--- src/rtl/timer_pkg.sv ---
// timer_pkg: shared state encoding and mode constants for the timer/stopwatch core
package timer_pkg;
   typedef enum logic [1:0] {
      IDLE    = 2'd0,
      RUN     = 2'd1,
      PAUSE   = 2'd2,
      EXPIRED = 2'd3
   } timer_state_t;
   localparam logic MODE_COUNTDOWN = 1'b0;
   localparam logic MODE_STOPWATCH = 1'b1;
endpackage

--- src/rtl/timer_stopwatch_core_if.sv ---
// timer_stopwatch_core_if: front-panel controls and display/alarm/lap outputs of the timer core
interface timer_stopwatch_core_if #(
   parameter int COUNT_W   = 32,
   parameter int LAP_DEPTH = 8
);
   logic                           modeSelect;
   logic                           startStopPulse;
   logic                           splitResetPulse;
   logic [COUNT_W-1:0]             loadValue;
   logic                           lapPop;
   logic [COUNT_W-1:0]             countValue;
   logic [1:0]                     timerState;
   logic                           ringSound;
   logic                           lapValid;
   logic [COUNT_W-1:0]             lapData;
   logic [$clog2(LAP_DEPTH+1)-1:0] lapCount;
   logic                           lapOverflow;
   modport master (
      output modeSelect, startStopPulse, splitResetPulse, loadValue, lapPop,
      input  countValue, timerState, ringSound, lapValid, lapData, lapCount, lapOverflow
   );
   modport slave (
      input  modeSelect, startStopPulse, splitResetPulse, loadValue, lapPop,
      output countValue, timerState, ringSound, lapValid, lapData, lapCount, lapOverflow
   );
endinterface

--- src/rtl/lap_fifo.sv ---
// lap_fifo: first-word fall-through lap buffer with flush and sticky overflow
module lap_fifo #(
   parameter int WIDTH = 32,
   parameter int DEPTH = 8,
   localparam int AW = $clog2(DEPTH),
   localparam int CW = $clog2(DEPTH + 1)
) (
   input  logic             clockSignal,
   input  logic             resetN,
   input  logic             push,
   input  logic             pop,
   input  logic             flush,
   input  logic [WIDTH-1:0] din,
   output logic [WIDTH-1:0] dout,
   output logic             valid,
   output logic [CW-1:0]    count,
   output logic             overflow
);
   logic [WIDTH-1:0] mem [DEPTH];
   logic [AW-1:0]    rd_ptr, wr_ptr;
   logic             pop_ok, push_ok;
   assign valid   = count != '0;
   assign pop_ok  = pop && valid;
   // a pop in the same cycle frees the slot a push into a full buffer needs
   assign push_ok = push && (count != CW'(DEPTH) || pop_ok);
   assign dout    = valid ? mem[rd_ptr] : '0;
   always_ff @(posedge clockSignal)
      if (push_ok && !flush) mem[wr_ptr] <= din;
   always_ff @(posedge clockSignal or negedge resetN)
      if (!resetN) begin
         rd_ptr   <= '0;
         wr_ptr   <= '0;
         count    <= '0;
         overflow <= 1'b0;
      end else if (flush) begin
         rd_ptr   <= '0;
         wr_ptr   <= '0;
         count    <= '0;
         overflow <= 1'b0;
      end else begin
         rd_ptr   <= rd_ptr + AW'(pop_ok);
         wr_ptr   <= wr_ptr + AW'(push_ok);
         count    <= count + CW'(push_ok) - CW'(pop_ok);
         overflow <= overflow | (push && !push_ok);
      end
endmodule

--- src/rtl/timer_stopwatch_core.sv ---
// timer_stopwatch_core: countdown timer / stopwatch on a prescaled tick, with optional lap capture.
// The lap buffer is built only when TIMER_LAP_BUFFER_EN is defined.
module timer_stopwatch_core
   import timer_pkg::*;
#(
   parameter int TICK_DIV  = 1000,
   parameter int COUNT_W   = 32,
   parameter int LAP_DEPTH = 8
) (
   input logic                   clockSignal,
   input logic                   resetN,
   timer_stopwatch_core_if.slave bus
);
   localparam int PW = $clog2(TICK_DIV);
   timer_state_t       state;
   logic               mode;
   logic [PW-1:0]      prescale;
   logic [COUNT_W-1:0] count, next_count;
   logic               tick, start_ok, expire;
   assign tick       = state == RUN && prescale == PW'(TICK_DIV - 1);
   assign start_ok   = bus.startStopPulse && !(bus.modeSelect == MODE_COUNTDOWN && bus.loadValue == '0);
   assign next_count = mode == MODE_STOPWATCH ? count + COUNT_W'(count != '1) : count - COUNT_W'(1);
   assign expire     = tick && mode == MODE_COUNTDOWN && count == COUNT_W'(1);
   always_ff @(posedge clockSignal or negedge resetN)
      if (!resetN) begin
         state    <= IDLE;
         mode     <= MODE_COUNTDOWN;
         prescale <= '0;
         count    <= '0;
      end else begin
         case (state)
            IDLE: if (start_ok) begin
               state    <= RUN;
               mode     <= bus.modeSelect;
               prescale <= '0;
               count    <= bus.modeSelect == MODE_STOPWATCH ? '0 : bus.loadValue;
            end
            RUN: begin
               prescale <= tick ? '0 : prescale + PW'(1);
               if (tick) count <= next_count;
               if (expire) state <= EXPIRED;
               else if (bus.startStopPulse) state <= PAUSE;
            end
            PAUSE: if (bus.startStopPulse) state <= RUN;
               else if (bus.splitResetPulse) begin
                  state <= IDLE;
                  count <= '0;
               end
            EXPIRED: if (bus.startStopPulse || bus.splitResetPulse) state <= IDLE;
         endcase
      end
   assign bus.countValue = count;
   assign bus.timerState = state;
   assign bus.ringSound  = state == EXPIRED;
`ifdef TIMER_LAP_BUFFER_EN
   logic lap_push, lap_flush;
   // lap captures the count as it stood before this edge's tick
   assign lap_push  = state == RUN && mode == MODE_STOPWATCH && bus.splitResetPulse && !bus.startStopPulse;
   assign lap_flush = state == PAUSE && bus.splitResetPulse && !bus.startStopPulse;
   lap_fifo #(.WIDTH(COUNT_W), .DEPTH(LAP_DEPTH)) u_lap (
      .clockSignal (clockSignal),
      .resetN      (resetN),
      .push        (lap_push),
      .pop         (bus.lapPop),
      .flush       (lap_flush),
      .din         (count),
      .dout        (bus.lapData),
      .valid       (bus.lapValid),
      .count       (bus.lapCount),
      .overflow    (bus.lapOverflow)
   );
`else
   assign bus.lapValid    = 1'b0;
   assign bus.lapData     = '0;
   assign bus.lapCount    = '0;
   assign bus.lapOverflow = 1'b0;
`endif
endmodule

--- src/flat_wrapper.sv ---
// flat-port wrapper written by rule: the top's interface ports become plain ports
module timer_stopwatch_core_flat import timer_pkg::*;
#(
   parameter int TICK_DIV  = 1000,
   parameter int COUNT_W   = 32,
   parameter int LAP_DEPTH = 8
)
  (clockSignal, resetN, bus_modeSelect, bus_startStopPulse, bus_splitResetPulse, bus_loadValue, bus_lapPop, bus_countValue, bus_timerState, bus_ringSound, bus_lapValid, bus_lapData, bus_lapCount, bus_lapOverflow);
  timer_stopwatch_core_if #(.COUNT_W(COUNT_W), .LAP_DEPTH(LAP_DEPTH)) bus_i ();
  input logic clockSignal;
  input logic resetN;
  input wire logic [$bits(bus_i.modeSelect)-1:0] bus_modeSelect;
  input wire logic [$bits(bus_i.startStopPulse)-1:0] bus_startStopPulse;
  input wire logic [$bits(bus_i.splitResetPulse)-1:0] bus_splitResetPulse;
  input wire logic [$bits(bus_i.loadValue)-1:0] bus_loadValue;
  input wire logic [$bits(bus_i.lapPop)-1:0] bus_lapPop;
  output wire logic [$bits(bus_i.countValue)-1:0] bus_countValue;
  output wire logic [$bits(bus_i.timerState)-1:0] bus_timerState;
  output wire logic [$bits(bus_i.ringSound)-1:0] bus_ringSound;
  output wire logic [$bits(bus_i.lapValid)-1:0] bus_lapValid;
  output wire logic [$bits(bus_i.lapData)-1:0] bus_lapData;
  output wire logic [$bits(bus_i.lapCount)-1:0] bus_lapCount;
  output wire logic [$bits(bus_i.lapOverflow)-1:0] bus_lapOverflow;
  assign bus_i.modeSelect = bus_modeSelect;
  assign bus_i.startStopPulse = bus_startStopPulse;
  assign bus_i.splitResetPulse = bus_splitResetPulse;
  assign bus_i.loadValue = bus_loadValue;
  assign bus_i.lapPop = bus_lapPop;
  assign bus_countValue = bus_i.countValue;
  assign bus_timerState = bus_i.timerState;
  assign bus_ringSound = bus_i.ringSound;
  assign bus_lapValid = bus_i.lapValid;
  assign bus_lapData = bus_i.lapData;
  assign bus_lapCount = bus_i.lapCount;
  assign bus_lapOverflow = bus_i.lapOverflow;
  timer_stopwatch_core #(.TICK_DIV(TICK_DIV), .COUNT_W(COUNT_W), .LAP_DEPTH(LAP_DEPTH)) u_core (.clockSignal(clockSignal), .resetN(resetN), .bus(bus_i));
endmodule
--- config.mk ---
export PLATFORM = sky130hd
export DESIGN_NAME = timer_stopwatch_core_flat
export DESIGN_NICKNAME = d
export VERILOG_FILES = /design/src/rtl/timer_pkg.sv /design/src/rtl/timer_stopwatch_core_if.sv /design/src/rtl/lap_fifo.sv /design/src/rtl/timer_stopwatch_core.sv /design/src/flat_wrapper.sv
export SDC_FILE = /design/constraint.sdc
export NUM_CORES = 1
export LEC_CHECK = 0
export CORE_UTILIZATION = 53
export DETAILED_ROUTE_END_ITERATION = 16
export PLACE_DENSITY = 0.87
export SLEW_MARGIN = 5
export SYNTH_ARGS = -nofsm -noshare
export SYNTH_HDL_FRONTEND = slang
export SYNTH_SLANG_ARGS = --single-unit
--- constraint.sdc ---
create_clock -name clockSignal -period 5.7 [get_ports clockSignal]
set_input_delay 1.14 -clock clockSignal [delete_from_list [all_inputs] [get_ports clockSignal]]
set_output_delay 1.14 -clock clockSignal [all_outputs]
set_load 0.005 [all_outputs]
-- After elaboration in Yosys (flattened, before gate mapping)
Cells that the tools add are included.
Widths: inputs -> output; s select.
- memories kept: 0
- word-level logic and storage cells: 54
- RAM bits: 0
- latch bits: 0
- output and inout port bits: 73
- register bits: 45
- ROM bits: 0
- input port bits: 38
- eq/ne operators: 13
- multiply operators: 0
- add/subtract/negate cells: 3
- reductions and logical operators: 15
- muxes and demuxes: 17
- magnitude comparators: 0
- divide/modulo/power cells: 0
- bitwise gates (word level): 2
- shifts and indexed selects: 0
- operator list (kind ; number):
    $mux 32 ; 6
    $pmux 32 s3 ; 1
    $add 32x1->32 ; 1
    $eq 32x1->1 const B ; 1
    $logic_not 32->1 ; 1
    $ne 32x32->1 const B ; 1
    $sub 32x1->32 const B ; 1
    $mux 10 ; 2
    $pmux 10 s2 ; 1
    $mux 2 ; 6
    $add 10x1->10 const B ; 1
    $eq 10x10->1 const B ; 1
    $pmux 2 s4 ; 1
    $ne 2x1->1 const B ; 3
    $logic_and 1x1->1 ; 5
    $reduce_and 5->1 ; 1
    $eq 2x2->1 const B ; 2
    $ne 2x2->1 const B ; 2
    $reduce_and 2->1 ; 2
    $reduce_and 4->1 ; 1
    $ne 3x2->1 const B ; 1
    $ne 3x3->1 const B ; 1
    $reduce_bool 3->1 ; 1
    $eq 2x1->1 const B ; 1
    5 further kinds ; 6

-- Longest topological paths before layout
Gate-level depths: netlist of run 1.
- word-level depth: 6
- mapped depth: 13
- mapped depth without buffers: 12

-- Worst setup path after synthesis of run 1
No wires, ideal clock.
- kind: input to register
- start point: input port bus_loadValue[27]
- end point: register u_core.count[26] (netlist: u_core.bus.countValue[26])
- data required time: 5558 ps
- library setup time: 142 ps
- path buffers: 2
- path slack: 2767 ps
- data arrival time: 2790 ps
- stages on the path: 7
- path through: or4_1 > nor3_1 > and3_1 > a21o_1 > clkbuf_1 > clkbuf_1 > o221ai_1
- longest elaborated chain between the ends: 6
- RTL lines (what ; line ; text):
    from (decl) ; flat_wrapper.sv:15 ; input wire logic [$bits(bus_i.loadValue)-1:0] bus_loadValue;
    $logic_not 32->1 ; timer_stopwatch_core.sv:21 ; assign start_ok = bus.startStopPulse && !(bus.modeSelect == MODE_COUNTDOWN && bus.loadValue == '0);
    $logic_and 1x1->1 ; timer_stopwatch_core.sv:21 ;
    $logic_not 1->1 ; timer_stopwatch_core.sv:21 ;
    $logic_and 1x1->1 ; timer_stopwatch_core.sv:21 ;
    $ne 2x1->1 (no line) ; -- ;
    $reduce_and 5->1 (no line) ; -- ;
    to (signal assigned) ; timer_stopwatch_core.sv:36 ; count <= bus.modeSelect == MODE_STOPWATCH ? '0 : bus.loadValue;
    to (signal assigned) ; timer_stopwatch_core.sv:40 ; if (tick) count <= next_count;
    to (decl) ; timer_stopwatch_core.sv:18 ; logic [COUNT_W-1:0] count, next_count;
Every way passes these cells.
A chain may end at the register's enable or synchronous reset.

-- Worst setup path after layout of run 1
- start point: input port bus_modeSelect
- end point: register u_core.prescale[6]
- longest elaborated chain between the ends: 6
- RTL lines (what ; line ; text):
    from (decl) ; flat_wrapper.sv:12 ; input wire logic [$bits(bus_i.modeSelect)-1:0] bus_modeSelect;
    $not 1->1 ; timer_stopwatch_core.sv:21 ;
    $logic_and 1x1->1 ; timer_stopwatch_core.sv:21 ;
    $logic_not 1->1 ; timer_stopwatch_core.sv:21 ;
    $logic_and 1x1->1 ; timer_stopwatch_core.sv:21 ;
    $ne 2x1->1 (no line) ; -- ;
    $reduce_and 2->1 (no line) ; -- ;
    to (signal assigned) ; timer_stopwatch_core.sv:39 ; prescale <= tick ? '0 : prescale + PW'(1);
    to (decl) ; timer_stopwatch_core.sv:17 ; logic [PW-1:0] prescale;
Every way passes these cells.

==> flow_metrics.py, run 1 <==
metrics = {
    "yosys": {
        "synth.top_cell.area_share": 0.281,
        "synth_seq_area_share": 0.281,
        "synth-simple-area-share": 0.276,
        "synth_ff_type": "dfrtp_1",
        "synth_edf_count": 0,
        "synth-async-reset-ratio": 1.00,
        "synth_fa_ha_area_frac": 0.0313,
        "synthTopCellsByArea": "dfrtp_1 (28%), buf_4 (7.5%), o21ai_0 (6.0%), nor2_1 (5.6%), a22oi_1 (4.5%)",
        "yosysTopAreaCell": "dfrtp_1",
        "yosys_warnings": 0,
        "synth_compound_area_frac": 0.280,
        "synth_top_family_by_area": "compound AO/OA/AOI/OAI gates",
        "yosysMostFrequentCell": "nor2_1",
        "synth_xor_area_frac": 0,
        "synth_common_cells": "nor2_1 (60), o21ai_0 (48), dfrtp_1 (45), buf_4 (40), clkbuf_1 (35)",
        "synth_seq_cells": 45,
        "syn_inst": 522,
        "syn_area_per_cell_um2": 7.67,
        "synth_area_mm2": 0.00400,
        "synthMuxAreaShare": 0.00250,
        "synth_cell_types": 64,
    },
    "min_path": {
        "whs_path_depth": 1,
        "min_from": "u_core.prescale[9]",
        "hold_path_class": "reg2reg",
        "min_to": "u_core.prescale[9]",
    },
    "setup_path": {
        "max_stage_delay_ps": 680,
        "reg2reg_from": "u_core.bus.countValue[2]",
        "critPathLaunchType": "input pin",
        "crit_type": "in2reg",
        "worst_ep_arrival_time_ps": 3790,
        "crit_required_ps": 5890,
        "cp_max_fo": 12,
        "endpoint_kind": "flip-flop",
        "r2r_slack_ps": 2300,
        "crit_family": "simple AND/OR/NAND/NOR gates",
        "cpMaxStageDelayCell": "a21oi_1",
        "crit_buf_inv": 1,
        "reg2regPathDepth": 12,
        "reg2reg_to": "u_core.bus.countValue[30]",
        "cp_cell_sequence": "clkdlybuf4s50_1, nor4_1, and4_1, a311oi_1, a21oi_1, or2_2, o21ai_0",
    },
    "route": {
        "drt_first_pass_iters": 5,
        "wl_per_cell_um": 17.6,
        "detail-route-antenna-nets": 0,
        "vias": 4278,
        "vias_per_cell": 6.48,
        "drt_iter0_drc": 482,
        "drt_wl_total_mm": 11.6,
        "drc": 0,
    },
    "layout": {
        "diodes": 0,
        "syn2layout_area_growth_pct": 15.9,
        "final.fill_count": 648,
        "regArea_mm2": 0.00113,
        "multiInputGateArea_mm2": 0.00250,
        "fin_nets": 608,
        "finish.utilization": 0.636,
        "drive_gt1_frac": 0.0481,
    },
    "status": {
        "status": "finished clean",
    },
    "power": {
        "leakage_uw": 0.00187,
        "vdd_drop_max_mv": 0.270,
        "powerDensity_mw_per_mm2": 536,
    },
    "sta": {
        "period_needed_ps": 3590,
        "fin_setup_tns_ps": 0,
        "slew_viol_final": 0,
        "clock_skew_ps": 13.9,
        "period_share": 0.631,
        "rsz0062_at_grt": "false",
        "max-slew-margin-rel": 0.287,
        "clock.fmax_mhz": 278,
        "worst_pin_slew_ps": 1070,
        "final-setup-viol-count": 0,
        "hold_violations": 0,
    },
    "clocking": {
        "tritoncts": "done",
        "clk_latency_ps": 310,
        "cts-root-buf": "clkbuf_8",
        "post_cts_resized": 0,
        "post-cts-setup-buffers": 0,
        "clock_path_buffers": 2,
        "h-tree-depth": 2,
        "clock_sinks": 45,
        "cts_hold_buf": 0,
        "clk_pin_slew_ps": 100,
        "cts_buffers": 5,
    },
    "grt": {
        "grt_pass1_vias": 3838,
        "antenna_found_initial": 0,
        "grt_use_total": 0.302,
        "overflow": 0,
        "grt_start_max_net_pins": 54,
        "grt_pass1_wl_mm": 18.6,
    },
    "run": {
        "cap_violations": 0,
    },
    "floorplan": {
        "pin_count": 111,
        "coreArea_mm2": 0.00729,
        "die_w_um": 88.9,
        "start_util": 0.549,
        "rows": 31,
        "die_h_um": 88.9,
        "dieArea_mm2": 0.00790,
    },
    "place": {
        "portBuffers": 71,
        "place_congestion": 0.972,
        "dp_hpwl_mm": 8.38,
    },
}
stage by stage:
| step | worst slack, ps | power (µW) | hold WS [ps] | instances | area (µm²) |
|---|---|---|---|---|---|
| 3_5_place_dp | 1830 | 2190 | 488 | 652 | 4530 |
| 2_1_floorplan | 2770 | 1710 | 448 | 559 | 4140 |
| 6_report | 2110 | 2490 | 501 | 660 | 4640 |
| 4_1_cts | 2160 | 2450 | 500 | 660 | 4640 |
| 5_1_grt | 2020 | 2670 | 519 | 660 | 4640 |
| 3_3_place_gp | 1870 | 2130 | 473 | 652 | 4530 |
sequential cells by signal, indices dropped and copies added, names as in the netlist:
name,flops
u_core.bus.countValue,32
u_core.bus.timerState,2
u_core.mode,1
u_core.prescale,10
final cells by class:
| cell class | count | area share |
|---|---|---|
| Clock buffer | 5 | 0.0148 |
| Clock inverter | 3 | 0.00944 |
| Multi-Input combinational cell | 422 | 0.540 |
| Sequential cell | 45 | 0.243 |
| Inverter | 12 | 0.00971 |
| Tap cell | 99 | 0.0267 |
| Timing Repair Buffer | 74 | 0.157 |
cells by family (layout without fill, tap and decap cells):
group | count (synthesis) | in the layout
and+or+nand+nor | 206 | 206
muxes | 1 | 1
DFF | 45 | 45
AOI/OAI and AO/OA | 167 | 167
buffers and inverters | 92 | 94
adders and majority gates | 10 | 10
other | 1 | 38
routing by layer:
layer	track usage	vias up	wire (µm)
li1	-	1942	-
met1	0.407	2047	4710
met2	0.492	244	5570
met3	0.0471	45	1030
met4	0.111	0	335
met5	0	-	0
power breakdown:
part	total (µW)	internal, µW	leakage [µW]	switching [µW]
sequential	736	436	0.000600	300
clock	254	132	0.0000585	122
combinational	1500	646	0.00122	850
cells in the final DEF (no fill, tap or decap), types with 3 or more instances in the layout:
cell / n
or4_1: 3
a32oi_1: 4
a22oi_1: 24
clkbuf_8: 5
dfrtp_1: 45
o21ai_1: 17
and2_1: 6
nor4_1: 15
o31a_1: 3
inv_1: 12
a21oi_1: 21
and4_1: 3
buf_4: 3
a31oi_1: 6
nand4_1: 12
o22ai_1: 3
nor2_1: 59
and3_1: 15
or3_1: 7
o21ai_0: 48
clkdlybuf4s50_1: 70
nand3_1: 21
conb_1: 38
o2bb2ai_1: 11
nor2b_1: 3
o31ai_1: 7
nor3_1: 16
nand2_1: 27
ha_1: 10
worst max path at each step:
stage | startpoint | endpoint | cells past startpoint
after floorplan | bus_loadValue[27] | u_core.bus.countValue[26] | 7
after global placement | bus_modeSelect | u_core.prescale[6] | 7
after detailed placement | bus_modeSelect | u_core.prescale[6] | 7
after CTS | bus_modeSelect | u_core.prescale[6] | 7
after global routing | bus_loadValue[27] | u_core.prescale[0] | 7
final | bus_modeSelect | u_core.prescale[6] | 7
(Power assumes the default switching activity.)
==> run 2: changes to the inputs <==
Settings changed: CORE_UTILIZATION 53 to 49, PLACE_DENSITY 0.87 to 0.81.
Clock period 5.7 ns to 3.5 ns, I/O delays scaled along.
==> run 2 against run 1 <==
Effect of this change: utilization decreased by 3.0 points; critical path depth increased by 5; global-route usage decreased by 1.5 points; setup slack got worse by 1900 ps; register-to-register slack got worse by 2100 ps; clock skew increased by 1.9 ps; sequential share of layout area decreased by 0.46 points; clock power increased by 39%; sequential power increased by 47%; combinational power increased by 80%; die area increased by 8.0%.
==> flow_metrics.py, run 2 (synthesized netlist as in run 1, its figures left out) <==
metrics = {
    "clocking": {
        "post_cts_resized": 0,
        "cts_buffers": 5,
        "post-cts-setup-buffers": 0,
        "cts-root-buf": "clkbuf_8",
        "clk_pin_slew_ps": 90,
        "h-tree-depth": 2,
        "clk_latency_ps": 310,
        "clock_sinks": 45,
        "cts_hold_buf": 0,
        "tritoncts": "done",
        "clock_path_buffers": 2,
    },
    "floorplan": {
        "rows": 32,
        "start_util": 0.513,
        "die_h_um": 92.4,
        "pin_count": 111,
        "dieArea_mm2": 0.00853,
        "coreArea_mm2": 0.00781,
        "die_w_um": 92.4,
    },
    "grt": {
        "grt_use_total": 0.287,
        "grt_start_max_net_pins": 54,
        "grt_pass1_wl_mm": 19.5,
        "antenna_found_initial": 0,
        "grt_pass1_vias": 3921,
        "overflow": 0,
    },
    "power": {
        "leakage_uw": 0.00193,
        "powerDensity_mw_per_mm2": 874,
        "finalPower_uw": 4130,
        "vdd_drop_max_mv": 0.471,
    },
    "place": {
        "portBuffers": 71,
        "place_congestion": 0.962,
        "placed_cell_area_mm2": 0.00463,
        "dp_hpwl_mm": 8.68,
        "dp_slack_ps": 306,
    },
    "setup_path": {
        "endpoint_kind": "flip-flop",
        "max_stage_delay_ps": 490,
        "cp_max_fo": 7,
        "crit_type": "reg2reg",
        "cpMaxStageDelayCell": "dfrtp_1",
        "cp_cell_sequence": "and4_1, and2_1, nand3_1, or3_1, ha_1, ha_1, nand2_1, nor4_2, o221a_4, or3b_1, o31a_1, o22ai_1",
        "cpMostUsedCell": "ha_1",
        "crit_required_ps": 3730,
        "critPathLaunchType": "flip-flop",
        "worst_ep_arrival_time_ps": 3510,
    },
    "layout": {
        "diodes": 0,
        "drive_gt1_frac": 0.0681,
        "final_cell_mix": "clkdlybuf4s50_1 (70), nor2_1 (59), o21ai_0 (48)",
        "syn2layout_area_growth_pct": 18.2,
        "fin_nets": 620,
        "final.fill_count": 716,
        "multiInputGateArea_mm2": 0.00250,
        "finalInstanceArea_mm2": 0.00473,
        "regArea_mm2": 0.00113,
        "mostFrequentLayoutCell": "clkdlybuf4s50_1",
        "finish.utilization": 0.606,
        "largest_reg_flops": 32,
    },
    "sta": {
        "rsz0062_at_grt": "false",
        "hold_violations": 0,
        "worst_pin_slew_ps": 1050,
        "slew_viol_final": 0,
        "final-setup-viol-count": 0,
        "fin_ws_ps": 226,
        "max-slew-margin-rel": 0.299,
        "fin_setup_tns_ps": 0,
        "period_share": 0.935,
        "clock_skew_ps": 15.7,
        "period_needed_ps": 3270,
        "clock.fmax_mhz": 305,
    },
    "status": {
        "status": "finished clean",
    },
    "route": {
        "drt_iter0_drc": 378,
        "detail-route-antenna-nets": 0,
        "wl_per_cell_um": 17.8,
        "drc": 0,
        "vias_per_cell": 6.28,
        "vias": 4240,
        "drt_wl_total_mm": 12.0,
        "drt_first_pass_iters": 5,
    },
    "run": {
        "cap_violations": 0,
    },
    "min_path": {
        "hold_path_class": "reg2reg",
    },
}
[run 2: metrics by stage]
| stage | std cells | hold WS [ps] |
|---|---|---|
| 2_1_floorplan | 559 | 404 |
| 3_3_place_gp | 667 | 468 |
| 3_5_place_dp | 667 | 481 |
| 4_1_cts | 675 | 494 |
| 5_1_grt | 675 | 509 |
| 6_report | 675 | 490 |
[run 2: routing by layer]
layer	global-route usage	vias to the layer above	wire (µm)
li1	-	1967	-
met1	0.399	2014	5080
met2	0.457	234	5770
met3	0.0378	25	900
met4	0.0938	0	232
met5	0	-	0
[run 2: power breakdown]
group	internal (µW)	total [µW]	switching (µW)
Clock	160	353	192
Combinational	1160	2700	1540
Sequential	712	1080	370
Total	2030	4130	2100
[run 2: critical path: cells and delay by family (launching register included)]
family,cells,cell delay [ps]
AND/OR/NAND/NOR,7,1600
flip-flops,1,490
AO/OA/AOI/OAI,3,710
adder cells (fa/ha/maj),2,390
[run 2: final timing paths]
| kind | end | cells past startpoint | start | slack [ps] |
|---|---|---|---|---|
| hold / removal | u_core.prescale[9] | 1 | u_core.prescale[9] | 490 |
| hold reg to reg | u_core.prescale[9] | 1 | u_core.prescale[9] | 490 |
| setup reg to reg | u_core.bus.countValue[30] | 12 | u_core.bus.countValue[7] | 230 |
| setup / recovery | u_core.bus.countValue[30] | 12 | u_core.bus.countValue[7] | 230 |
| max in group asynchronous | u_core.bus.countValue[24] | 1 | resetN | 2270 |
| min in group asynchronous | u_core.prescale[4] | 1 | resetN | 570 |
[run 2: final cells by class]
cell class,instances,share of cell area
clock buffers,6,0.0175
inverters,12,0.00952
repair buffers,86,0.176
well taps,102,0.0270
flip-flops and latches,45,0.238
clock inverters,2,0.00291
multi-input cells,422,0.529
==> RTL change 1, RTL diff (settings of run 2) <==
Build with the macro `TIMER_LAP_BUFFER_EN` defined.
--- a/src/rtl/timer_stopwatch_core.sv
+++ b/src/rtl/timer_stopwatch_core.sv
@@ -1,5 +1,7 @@
 // timer_stopwatch_core: countdown timer / stopwatch on a prescaled tick, with optional lap capture.
 // The lap buffer is built only when TIMER_LAP_BUFFER_EN is defined.
+`define TIMER_LAP_BUFFER_EN
+
 module timer_stopwatch_core
    import timer_pkg::*;
 #(
Behaviour: not the same (Yosys sat finds a counterexample within 4 cycles, from zero or initial values and one cycle with resetN low).
==> RTL change 1 against run 2 <==
Final cell count grew 120%; wire length grew to 2.9 times the old value; setup slack gained 1.2 ps; register-to-register slack gained 230 ps; cell area grew to 3.6 times the old value; clock skew shrank 7.6 ps; via count grew 120%; sequential share of layout area grew 30 points; core utilization is essentially flat; power grew to 3.3 times the old value; first-iteration DRC count grew to 2.8 times the old value; synthesized area grew to 3.5 times the old value; sequential cell count grew 267; critical path type is now flop to output port; largest cell class is now flip-flops and latches; largest power group unchanged.
==> RTL change 1: results (changes against run 2) <==
Yosys
  – Post-Syn Nets: 1008
  – Sequential area share after synthesis: 65.1% (+37 points)
  – Top cells by instance count after synthesis: 256 x edfxtp_1, 103 x nor2_1, 64 x mux4_2, 56 x dfrtp_1, 45 x nand2_1
  – Synth top area cells: edfxtp_1 55%, mux4_2 10%, dfrtp_1 10%
  – Post-synth ARST share: 17.9% (-82 points)
  – Yosys synthesis warning count: 0 (unchanged)
  – Synth cell types: 66 (+3.1%)
  – EDFF count, synth: 256 (+256)
  – Top FF cell, synth: edfxtp_1

Clock network
  – Post-cts sizing count: 0 (unchanged)
  – CTS buffer count: 29 (+24)
  – Max Buffers Root-to-Sink: 3 (+1)
  – Worst skew pair latency: 540 ps (+230 ps)
  – Clk slew on worst S/H paths: 60 ps (-30 ps)
  – H-tree Lvls: 1 (-1)
  – Post-CTS Hold Buffers: 0 (unchanged)
  – Clock root buffer: clkbuf_16

Worst hold path
  – HP Class: primary input to async pin

Drt
  – WL met1: 13.9 mm (+170%)
  – Via Count: 9172 (+120%)
  – Met2 routed WL: 16.9 mm (+190%)
  – Pre-Repair DR Iteration Count: 6 (+1)
  – DR iter-0 viols: 1067 (+180%)
  – Metal3 WL: 2.87 mm (+220%)
  – Final wirelength: 34.5 mm (+190%)

STA
  – Relative slew slack: 26.5% (-3.4 points)
  – Min cycle time layout: 3270 ps (-1.19 ps)
  – Worst-case clock skew: 8.17 ps (-7.57 ps)

Global routing
  – Tot GR Track Use: 24.1% (-4.6 points)
  – Largest net degree at the start of global routing: 56 (+3.7%)
  – Vias in the first global route: 9032 (+130%)
  – First-pass GRT wire length: 52.4 mm (+170%)

Setup path
  – Largest stage delay, worst path: 540 ps (+50 ps)
  – Reg-to-reg startpoint: u_core.bus.countValue[24]$_DFFE_PN0P_
  – Setup crit start: u_core.u_lap.rd_ptr[0]$_DFF_PN0_
  – Max FO, Critical Path: 21 (+14)
  – Cell count of the worst reg-to-reg path: 11 (-1)
  – Slowest CP cell: mux4_2
  – Top Family by Delay on Critical Path: multiplexers
  – CP Data Arrival Time: 2570 ps (-940 ps)
  – R2R Setup Slk: 460 ps (+230 ps)
  – Worst Setup EP: bus_lapData[15]

Placed design
  – Post-place instance area: 0.0159 sq mm (+240%)
  – Port buffer count: 110 (+55%)
  – Placer Congestion: 0.947 (-1.6%)
  – Place WS: 237 ps (-68.8 ps)
  – DP HPWL: 22.0 mm (+150%)

Finish
  – N_diodes: 0 (unchanged)
  – Layout cells sized above 1: 17.8% (+11 points)
  – Fill cells: 2077 (+190%)
  – Nets@finish: 1160 (+87%)
  – Max reg flops: 256 (+700%)

Power and ir drop
  – LEAKAGE: 5.97 nW (+210%)
  – Worst vdd ir: 0.000596 V (+26%)
  – Cell internal pwr: 9.12 mW (+350%)

Outcome
  – Status: completed
-- RTL change 1: cell types whose count changed after synthesis, moves of 7 or more --
cell,delta
a21oi_1,-7
mux2i_1,+31
nor2_1,+43
buf_1,+9
edfxtp_1,+256
buf_4,-40
ha_1,+11
dfrtp_1,+11
o31ai_1,+7
o21ai_0,-12
and2_1,+8
mux4_2,+64
nand2_1,+18
-- RTL change 1: cells by family (layout without fill, tap and decap cells) --
group           Yosys count  count (layout)  share of synthesized area (%)
mux                      98              98                           12.8
compound gates          152             152                           7.22
xor+xnor                  5               5                          0.314
flops                   312             312                           65.1
simple gates            289             289                           10.3
buf+inv                  70             244                           2.27
fa+ha+maj                22              22                           2.02
-- RTL change 1: worst min-delay path by stage --
stage | start | to | slack [ps] | depth (start not counted)
after global routing | resetN | u_core.prescale[1]$_DFFE_PN0P_ | 440 | 1
final | resetN | u_core.prescale[1]$_DFFE_PN0P_ | 370 | 1
after floorplan | resetN | u_core.bus.countValue[0]$_DFFE_PN0P_ | 400 | 0
after detailed placement | u_core.prescale[9]$_DFFE_PN0P_ | u_core.prescale[9]$_DFFE_PN0P_ | 490 | 1
after CTS | resetN | u_core.prescale[1]$_DFFE_PN0P_ | 390 | 1
after global placement | u_core.prescale[9]$_DFFE_PN0P_ | u_core.prescale[9]$_DFFE_PN0P_ | 470 | 1
-- RTL change 1: routing by layer --
metal  global-route usage, %  vias up
met2                    39.6      458
met5                       0        -
li1                        -     4019
met3                    3.77       67
met1                    33.0     4628
met4                    7.69        0
-- RTL change 1: layout make-up --
cell class | count | area (sq um) | area share (%)
Clock buffer | 38 | 779 | 4.60
Clock inverter | 15 | 184 | 1.09
Inverter | 18 | 81.3 | 0.480
Multi-Input combinational cell | 566 | 4630 | 27.3
Sequential cell | 312 | 9090 | 53.7
Tap cell | 378 | 473 | 2.79
Timing Repair Buffer | 173 | 1690 | 9.98
-- RTL change 1: timing repair --
item / 4_1_cts / 5_1_grt
hold endpoints to repair: 0 / 0
setup endpoints to repair: 21 / 10
setup buffers: 1 / 6
cloned: 0 / 0
pin swaps: 0 / 0
-- RTL change 1: power by group through the flow --
stage          Combinational, mW  Sequential, mW  Clock [mW]
2_1_floorplan               3.24            4.96           0
3_3_place_gp                5.30            4.98           0
3_5_place_dp                5.46            4.99           0
4_1_cts                     5.57            4.89        3.21
5_1_grt                     6.11            4.91        3.38
6_report                    5.63            4.87        3.18
-- RTL change 1: metrics by stage --
stage          total power [mW]  hold WS [ps]  utilization, %  std cells
4_1_cts                    13.7           391            60.5       1494
3_5_place_dp               10.5           486            57.0       1440
3_3_place_gp               10.3           474            57.0       1440
5_1_grt                    14.4           438            60.6       1500
6_report                   13.7           372            60.6       1500
2_1_floorplan              8.20           404               -        948
==> RTL change 2, RTL diff (settings of run 2) <==
Without the edit above. Make the reset (`resetN`) synchronous in one clocked block.
--- a/src/rtl/timer_stopwatch_core.sv
+++ b/src/rtl/timer_stopwatch_core.sv
@@ -21,7 +21,7 @@
    assign start_ok   = bus.startStopPulse && !(bus.modeSelect == MODE_COUNTDOWN && bus.loadValue == '0);
    assign next_count = mode == MODE_STOPWATCH ? count + COUNT_W'(count != '1) : count - COUNT_W'(1);
    assign expire     = tick && mode == MODE_COUNTDOWN && count == COUNT_W'(1);
-   always_ff @(posedge clockSignal or negedge resetN)
+   always_ff @(posedge clockSignal)
       if (!resetN) begin
          state    <= IDLE;
          mode     <= MODE_COUNTDOWN;
Behaviour: differs if resetN is asserted again (counterexample within 4 cycles, from zero or initial values and one cycle with resetN low); with resetN held inactive, the same outputs for 10 cycles.
==> RTL change 2 against run 2 <==
Critical path type unchanged; synthesized area increased by 0.84%; final cell count increased by 8.7%; count of clock-buffer cells in the layout decreased by 1; largest power group unchanged; non-clock buffer count increased by 24; critical endpoint is now u_core.bus.countValue[18]$_SDFFE_PN0P_; cell area increased by 3.9%; power decreased by 35%; highest routed layer unchanged; wire length increased by 15%; sequential cell count unchanged; setup slack got worse by 54 ps.
==> RTL change 2: results (changes against run 2) <==
Setup path
  – Largest stage delay, worst path: 580 ps (+90 ps)
  – Slowest CP cell: or4_4
  – Max FO, Critical Path: 6 (-1)
  – CP Data Arrival Time: 3530 ps (+20 ps)

Drt
  – Drt wl/cell: 18.8 um (+5.9%)
  – WL met1: 5.63 mm (+11%)
  – Via Count: 4657 (+9.8%)
  – Metal3 WL: 1.46 mm (+62%)
  – Pre-Repair DR Iteration Count: 6 (+1)
  – Met2 routed WL: 6.32 mm (+9.5%)

Global routing
  – First-pass GRT wire length: 21.6 mm (+10%)
  – Vias in the first global route: 4209 (+7.3%)
  – Tot GR Track Use: 31.7% (+3.1 points)
  – Largest net degree at the start of global routing: 26 (-52%)

Clock network
  – Clk slew on worst S/H paths: 110 ps (+20 ps)

STA
  – Worst-case clock skew: 13.0 ps (-2.73 ps)
  – Least-Margin Pin Slew: 1080 ps (+31.1 ps)

Outcome
  – Status: completed

Yosys
  – Synth top area cells: dfxtp_1 22%, buf_4 7.1%, nand2_1 5.9%
  – Synth Instances: 553 (+5.9%)
  – Synth cell types: 71 (+11%)
  – Top FF cell, synth: dfxtp_1
  – Post-synth ARST share: 0% (-100 points)
  – Top cells by instance count after synthesis: 63 x nand2_1, 46 x nor2_1, 45 x dfxtp_1, 38 x buf_4
  – Sequential area share after synthesis: 22.3% (-5.8 points)

Finish
  – Layout cells sized above 1: 10.3% (+3.5 points)
  – Fin cells: 734 (+8.7%)
  – Fill cells: 737 (+2.9%)
  – Nets@finish: 680 (+9.7%)

Power and ir drop
  – Cell internal pwr: 1.45 mW (-29%)
  – Gate power share: 61.9% (-3.4 points)
  – Worst vdd ir: 0.000253 V (-46%)
  – LEAKAGE: 1.83 nW (-5.4%)
  – Clock-net power: 0.369 mW (+5%)
  – Total power: 2.70 mW (-35%)

Placed design
  – Post-place instance area: 0.00481 sq mm (+3.8%)
  – Place WS: 151 ps (-155 ps)
  – DP HPWL: 10.5 mm (+20%)
  – Placer Congestion: 0.952 (-1.1%)

Worst hold path
  – HP Class: flop to flop
[RTL change 2: changes by cell type after synthesis, sizes merged, moves of 12 or more]
cell	run 2	this run
o21ai	65	23
nand2	27	63
a22oi	24	1
nor2	60	46
a21boi	1	13
dfrtp	45	0
dfxtp	0	45
[RTL change 2: logic make-up (layout without fill, tap and decap cells)]
group                    after synthesis  in the layout  synth area share, %
flip-flops                            45             45                 22.3
multiplexers                           5              5                 1.30
XOR/XNOR                               9              9                 1.95
adder cells (fa/ha/maj)               11             11                 3.41
other                                  1             38               0.0929
AND/OR/NAND/NOR                      244            244                 31.6
AO/OA/AOI/OAI                        148            148                 25.9
buffers and inverters                 90            132                 13.5
[RTL change 2: layer usage]
metal,GRT usage [%],vias to the layer above
li1,-,2145
met1,42.0,2161
met2,51.3,311
met3,5.99,40
met4,10.6,0
met5,0,-
[RTL change 2: worst paths after layout]
| path | start | to | slack (ps) | depth (start not counted) |
|---|---|---|---|---|
| hold / removal | u_core.prescale[1]$_SDFFE_PN0P_ | u_core.prescale[1]$_SDFFE_PN0P_ | 500 | 2 |
| setup / recovery | u_core.bus.countValue[14]$_SDFFE_PN0P_ | u_core.bus.countValue[18]$_SDFFE_PN0P_ | 170 | 11 |
| hold reg to reg | u_core.prescale[1]$_SDFFE_PN0P_ | u_core.prescale[1]$_SDFFE_PN0P_ | 500 | 2 |
| setup reg to reg | u_core.bus.countValue[14]$_SDFFE_PN0P_ | u_core.bus.countValue[18]$_SDFFE_PN0P_ | 170 | 11 |
[RTL change 2: cell type report]
type / count / area share, %
clock buffers: 5 / 1.40
clock inverters: 3 / 0.509
inverters: 14 / 1.07
multi-input cells: 455 / 55.7
flip-flops and latches: 45 / 18.4
well taps: 102 / 2.60
repair buffers: 110 / 20.4
